File: config.mk
export PLATFORM = sky130hd
export DESIGN_NAME = apb_master_bridge
export DESIGN_NICKNAME = d
export VERILOG_FILES = /design/src/rtl/apb_master_bridge.sv
export SDC_FILE = /design/constraint.sdc
export NUM_CORES = 1
export LEC_CHECK = 0
export BUFFER_PORTS_ARGS = -buffer_cell sky130_fd_sc_hd__buf_2
export CORE_MARGIN = 2
export CORE_UTILIZATION = 45
export CTS_CLUSTER_DIAMETER = 200
export CTS_CLUSTER_SIZE = 30
export DETAILED_ROUTE_END_ITERATION = 16
export GPL_TIMING_DRIVEN = 0
export PLACE_DENSITY = 0.8
export SYNTH_ARGS = -nofsm -noshare
export SYNTH_HDL_FRONTEND = slang
export SYNTH_SLANG_ARGS = --single-unit
File: constraint.sdc
create_clock -name PCLK -period 2.55 [get_ports PCLK]
set_clock_uncertainty 0.2 [all_clocks]
set_input_delay 0 -clock PCLK [delete_from_list [all_inputs] [get_ports PCLK]]
set_output_delay 0 -clock PCLK [all_outputs]
set_load 0.03 [all_outputs]
File: src/rtl/apb_master_bridge.sv
// apb_master_bridge: valid/ready command to APB4 master bridge, one transfer in flight, with access timeout.
module apb_master_bridge #(
    parameter int ADDR_SIZE      = 32,
    parameter int DATA_SIZE      = 32,
    parameter int TIMEOUT_CYCLES = 256
) (
    input  logic                   PCLK,
    input  logic                   PRESET,
    input  logic                   cmd_valid,
    output logic                   cmd_ready,
    input  logic                   cmd_write,
    input  logic [ADDR_SIZE-1:0]   cmd_addr,
    input  logic [DATA_SIZE-1:0]   cmd_wdata,
    input  logic [DATA_SIZE/8-1:0] cmd_strb,
    input  logic                   cmd_prot,
    output logic                   rsp_valid,
    input  logic                   rsp_ready,
    output logic [DATA_SIZE-1:0]   rsp_rdata,
    output logic                   rsp_err,
    output logic                   rsp_timeout,
    output logic [ADDR_SIZE-1:0]   PADDR,
    output logic                   PPROT,
    output logic                   PSEL,
    output logic                   PENABLE,
    output logic                   PWRITE,
    output logic [DATA_SIZE-1:0]   PWDATA,
    output logic [DATA_SIZE/8-1:0] PSTRB,
    input  logic                   PREADY,
    input  logic [DATA_SIZE-1:0]   PRDATA,
    input  logic                   PSLVERR
);
    localparam int CW = TIMEOUT_CYCLES > 0 ? $clog2(TIMEOUT_CYCLES + 1) : 1;
    localparam logic [CW-1:0] CNT_LAST = CW'(TIMEOUT_CYCLES > 0 ? TIMEOUT_CYCLES - 1 : 0);
    typedef enum logic [1:0] {IDLE, SETUP, ACCESS, RESP} state_t;
    state_t                 state, state_d;
    logic [CW-1:0]          cnt, cnt_d;
    logic                   accept, timeout_hit, done;
    logic [ADDR_SIZE-1:0]   paddr_d;
    logic                   pprot_d, psel_d, penable_d, pwrite_d;
    logic [DATA_SIZE-1:0]   pwdata_d, rsp_rdata_d;
    logic [DATA_SIZE/8-1:0] pstrb_d;
    logic                   rsp_valid_d, rsp_err_d, rsp_timeout_d;

    assign cmd_ready   = state == IDLE;
    assign accept      = cmd_valid && cmd_ready;
    assign timeout_hit = TIMEOUT_CYCLES != 0 && !PREADY && cnt == CNT_LAST;
    assign done        = state == ACCESS && (PREADY || timeout_hit);
    // the counter only runs while the slave stalls an access; any exit from ACCESS clears it
    assign cnt_d       = TIMEOUT_CYCLES != 0 && state == ACCESS && !PREADY && !timeout_hit ? cnt + CW'(1) : '0;

    always_ff @(posedge PCLK) begin
        if (PRESET) begin
            state       <= IDLE;
            cnt         <= '0;
            PADDR       <= '0;
            PPROT       <= 1'b0;
            PSEL        <= 1'b0;
            PENABLE     <= 1'b0;
            PWRITE      <= 1'b0;
            PWDATA      <= '0;
            PSTRB       <= '0;
            rsp_valid   <= 1'b0;
            rsp_rdata   <= '0;
            rsp_err     <= 1'b0;
            rsp_timeout <= 1'b0;
        end else begin
            state       <= state_d;
            cnt         <= cnt_d;
            PADDR       <= paddr_d;
            PPROT       <= pprot_d;
            PSEL        <= psel_d;
            PENABLE     <= penable_d;
            PWRITE      <= pwrite_d;
            PWDATA      <= pwdata_d;
            PSTRB       <= pstrb_d;
            rsp_valid   <= rsp_valid_d;
            rsp_rdata   <= rsp_rdata_d;
            rsp_err     <= rsp_err_d;
            rsp_timeout <= rsp_timeout_d;
        end
    end

    always_comb begin
        state_d = state == IDLE   ? (accept ? SETUP : IDLE) :
                  state == SETUP  ? ACCESS :
                  state == ACCESS ? (done ? RESP : ACCESS) :
                                    (rsp_ready ? IDLE : RESP);
    end

    always_comb begin
        paddr_d       = PADDR;
        pprot_d       = PPROT;
        pwrite_d      = PWRITE;
        pwdata_d      = PWDATA;
        pstrb_d       = PSTRB;
        psel_d        = PSEL;
        penable_d     = PENABLE;
        rsp_valid_d   = rsp_valid;
        rsp_rdata_d   = rsp_rdata;
        rsp_err_d     = rsp_err;
        rsp_timeout_d = rsp_timeout;
        if (accept) begin
            paddr_d   = cmd_addr;
            pprot_d   = cmd_prot;
            pwrite_d  = cmd_write;
            pwdata_d  = cmd_write ? cmd_wdata : '0;
            pstrb_d   = cmd_write ? cmd_strb : '0;
            psel_d    = 1'b1;
            penable_d = 1'b0;
        end
        if (state == SETUP)
            penable_d = 1'b1;
        // a ready slave beats an expiring timeout on the same edge
        if (done) begin
            psel_d        = 1'b0;
            penable_d     = 1'b0;
            rsp_valid_d   = 1'b1;
            rsp_rdata_d   = PREADY && !PWRITE ? PRDATA : '0;
            rsp_err_d     = PREADY ? PSLVERR : 1'b1;
            rsp_timeout_d = !PREADY;
        end
        if (state == RESP && rsp_ready)
            rsp_valid_d = 1'b0;
    end
endmodule

==> impl_summary.log <==
[metrics] final design utilization: around 82%
[metrics] max-slew violation count: 0
[metrics] number of H-tree levels: 4
[metrics] PD cells: about 740 mW/mm²
[metrics] final routed wire length divided by cell count: ~18 µm
[metrics] post-layout instance area: between 0.007 and 0.008 mm²
[metrics] post-synthesis sequential element count: 118
[metrics] fraction of synthesis flops using an asynchronous set or reset pin: 0%
[metrics] vias per inst: around 5.3
[metrics] synth warn: 0
[metrics] outcome: completed
[metrics] endpoint class of the critical path: flip-flop
[metrics] maximum capacitance violations: 0
[metrics] cell types occupying the most area after synthesis: sky130_fd_sc_hd__dfxtp_1 57%, sky130_fd_sc_hd__nand2_1 9.6%, sky130_fd_sc_hd__a21oi_1 9.0%
[metrics] largest net degree at the start of global routing: 17
[metrics] count of final hold-check violations: 0
[metrics] initial core utilization: between 40 and 50%
[metrics] post-synthesis cell type with the largest combined area: sky130_fd_sc_hd__dfxtp_1
[metrics] GRT Total Usage: between 30% and 40%
[metrics] final period utilization: 94.20%
[metrics] synthesized netlist cell count: 455
[metrics] Slew @ Worst Pin: roughly 0.59 ns
[metrics] final RePlAce weighted congestion: a little under 0.8
[metrics] number of flops mapped to enable cells by yosys: 0
[metrics] Static Leakage: between 3 and 4 nW
[metrics] core area: around 0.0088 mm²
[metrics] library cell used as clock root buffer: sky130_fd_sc_hd__clkbuf_8
[metrics] fraction of layout cells with a size suffix above 1: 34.38%
[metrics] wirelength, routed: approximately 16000 µm
[metrics] final cell count without fillers: 934
[metrics] post-detailed-placement half-perimeter wirelength: slightly below 9000 µm
[metrics] post-CTS repair timing setup buffer count: 0
[metrics] arrival time of the worst setup path: 2.65 ns
[metrics] Synth Area per Inst: 9.083 µm²
[metrics] die height: 99.83 µm
[metrics] Iter 0 DRT Violations: 232
[metrics] number of global-route vias before repair: about 5200
[metrics] number of sinks driven by the clock tree: 118
[metrics] Inserted Diodes: 0
[metrics] total via count in the routed design: roughly 4900
[metrics] Num CTS Buffers: 17
[metrics] Synth Flop Type: sky130_fd_sc_hd__dfxtp_1
[metrics] # IOs: 216
[metrics] post-layout min period: between 2 and 2.5 ns
[metrics] data required time at the worst endpoint: between 2 and 3 ns
[metrics] total iterations of the first detailed-routing run: 5
[metrics] Final setup violation count: 0
[metrics] global-route wire length before repair: roughly 25000 µm
[metrics] cell area after technology mapping: between 0.004 and 0.005 mm²
[metrics] maximum fanout along the worst path: 8
[metrics] post-route setup slack: between 0.1 and 0.15 ns
[metrics] Worst Setup Path Type: flip-flop to flip-flop
[metrics] area added between synthesis and finish: 74.96%
[metrics] final-layout worst hold slack: about 0.033 ns
[metrics] Chip Width: around 100 µm
[metrics] placed instance count: a little under 800
[metrics] aggregate negative setup slack: 0 ns
[metrics] row count: 34
[metrics] clock tree from TritonCTS: built
[metrics] clock transition at the register clock pins on the worst setup and hold paths after CTS: 0.06 ns
[metrics] number of antenna violations at the first check in global routing: 0
[metrics] Max Clk Rate: roughly 420 MHz
[metrics] Placement Cell Area: between 0.005 and 0.006 mm²
[metrics] Post-Place Setup Slack: approximately 0.27 ns
[metrics] clock insertion delay at the later pin of the skew report: 0.51 ns
[metrics] share of the synthesized area in the top cell type: between 50% and 60%
[metrics] IO buf count: about 210
[metrics] # DRC: 0
[metrics] nets in the synthesized netlist: around 570
[metrics] total die area: approximately 0.010 mm²
[metrics] Cell variety after synth: 38
[metrics] Clock Path Buffers: 2
[metrics] worst rel slew slack: around three fifths
[metrics] kind of launch point of the worst setup path: flip-flop
[metrics] number of nets in the layout: around 900
[metrics] post-layout power: 5.360 mW
[metrics] part of the Yosys area used for sequential elements: a little under three fifths
[metrics] ANT nets after route: 0
[metrics] classification of the worst-slack hold path: input pin to flip-flop
[metrics] global-route congestion overflow total: 0
[metrics] Max IR drop VDD: between 0.0004 and 0.0005 V
==> state kept, by name, indices dropped and copies added, names as in the netlist <==
register,cells
PPROT,1
PADDR,32
PSTRB,4
PENABLE,1
rsp_rdata,32
rsp_timeout,1
rsp_err,1
rsp_valid,1
state,2
cnt,9
PWDATA,32
PWRITE,1
PSEL,1
==> kinds of logic after synthesis <==
logic type / Yosys count / synth area share, %
simple gates: 172 / 18.62
flops: 118 / 57.16
compound gates: 117 / 17.86
buf+inv: 43 / 5.116
xor+xnor: 3 / 0.6359
fa+ha+maj: 2 / 0.6054
==> per-layer routing <==
layer	GRT usage (%)	part of all wire, %	routed length, µm	vias to the layer above
met5	0	0	0	-
met4	20.76	5.8	947	0
met3	8.635	6.3	1043	84
met2	60.08	52	8510	265
met1	32.36	36	5930	2316
li1	-	-	-	2279
==> layout make-up <==
| type | count | area (µm²) |
|---|---|---|
| flip-flops and latches | 118 | 2364 |
| clock buffers | 19 | 431.7 |
| repair buffers | 339 | 2327 |
| inverters | 4 | 15.01 |
| clock inverters | 13 | 195.2 |
| multi-input cells | 294 | 1564 |
| well taps | 108 | 135.1 |
| plain buffers | 39 | 198.9 |
| fillers | 524 | 1575 |
==> synthesized netlist by cell type (2+ instances only) <==
master / instances
sky130_fd_sc_hd__a21oi_1: 74
sky130_fd_sc_hd__a21oi_2: 3
sky130_fd_sc_hd__a22o_1: 32
sky130_fd_sc_hd__buf_2: 18
sky130_fd_sc_hd__buf_4: 3
sky130_fd_sc_hd__buf_6: 2
sky130_fd_sc_hd__clkbuf_1: 14
sky130_fd_sc_hd__dfxtp_1: 118
sky130_fd_sc_hd__ha_1: 2
sky130_fd_sc_hd__inv_1: 4
sky130_fd_sc_hd__nand2_1: 106
sky130_fd_sc_hd__nand3_1: 40
sky130_fd_sc_hd__nand4_1: 2
sky130_fd_sc_hd__nor2_1: 3
sky130_fd_sc_hd__nor2_2: 5
sky130_fd_sc_hd__nor3_1: 2
sky130_fd_sc_hd__o21ai_0: 3
sky130_fd_sc_hd__or3_1: 3
sky130_fd_sc_hd__xor2_1: 2
==> final timing paths <==
kind	start	to	slack, ns	depth (start not counted)
worst max-delay path	state[1]	PSTRB[3]	0.15	6
worst min register to register	PWDATA[29]	PWDATA[29]	0.25	2
worst max register to register	state[1]	PSTRB[3]	0.15	6
worst min-delay path	PRDATA[12]	rsp_rdata[12]	0.03	3
==> critical path, stage by stage (launching register included) <==
cell and delay, ns:
sky130_fd_sc_hd__dfxtp_1 0.37, sky130_fd_sc_hd__nor3b_2 0.19, sky130_fd_sc_hd__buf_4 0.21, sky130_fd_sc_hd__nand3_1 0.09, sky130_fd_sc_hd__dlygate4sd3_1 0.58, sky130_fd_sc_hd__a21oi_1 0.15, sky130_fd_sc_hd__dlygate4sd3_1 0.56
==> repair_timing <==
| item | CTS | global route |
|---|---|---|
| gates resized for setup | 0 | 4 |
| hold buffers | 126 | 0 |
| setup endpoints to repair | 0 | 2 |
| endpoints found under the hold margin | 118 | 0 |
==> where the power goes <==
group	switching, mW	internal, mW	leakage, nW	total, mW
combinational	0.500	0.345	2.08	0.845
sequential	0.0557	1.94	0.961	1.99
clock	0.897	1.63	0.296	2.52
==> layout by cell type, fill, tap and decap left out, types with 4 or more instances in the layout <==
cell type / n
sky130_fd_sc_hd__clkbuf_1: 15
sky130_fd_sc_hd__a21oi_1: 74
sky130_fd_sc_hd__nand2_1: 106
sky130_fd_sc_hd__nor2_2: 5
sky130_fd_sc_hd__buf_2: 230
sky130_fd_sc_hd__clkbuf_16: 16
sky130_fd_sc_hd__buf_4: 4
sky130_fd_sc_hd__bufinv_16: 4
sky130_fd_sc_hd__nand3_1: 40
sky130_fd_sc_hd__a22o_1: 32
sky130_fd_sc_hd__inv_1: 4
sky130_fd_sc_hd__dfxtp_1: 117
sky130_fd_sc_hd__dlygate4sd3_1: 126
No activity file was read; power rests on OpenSTA's default activity.
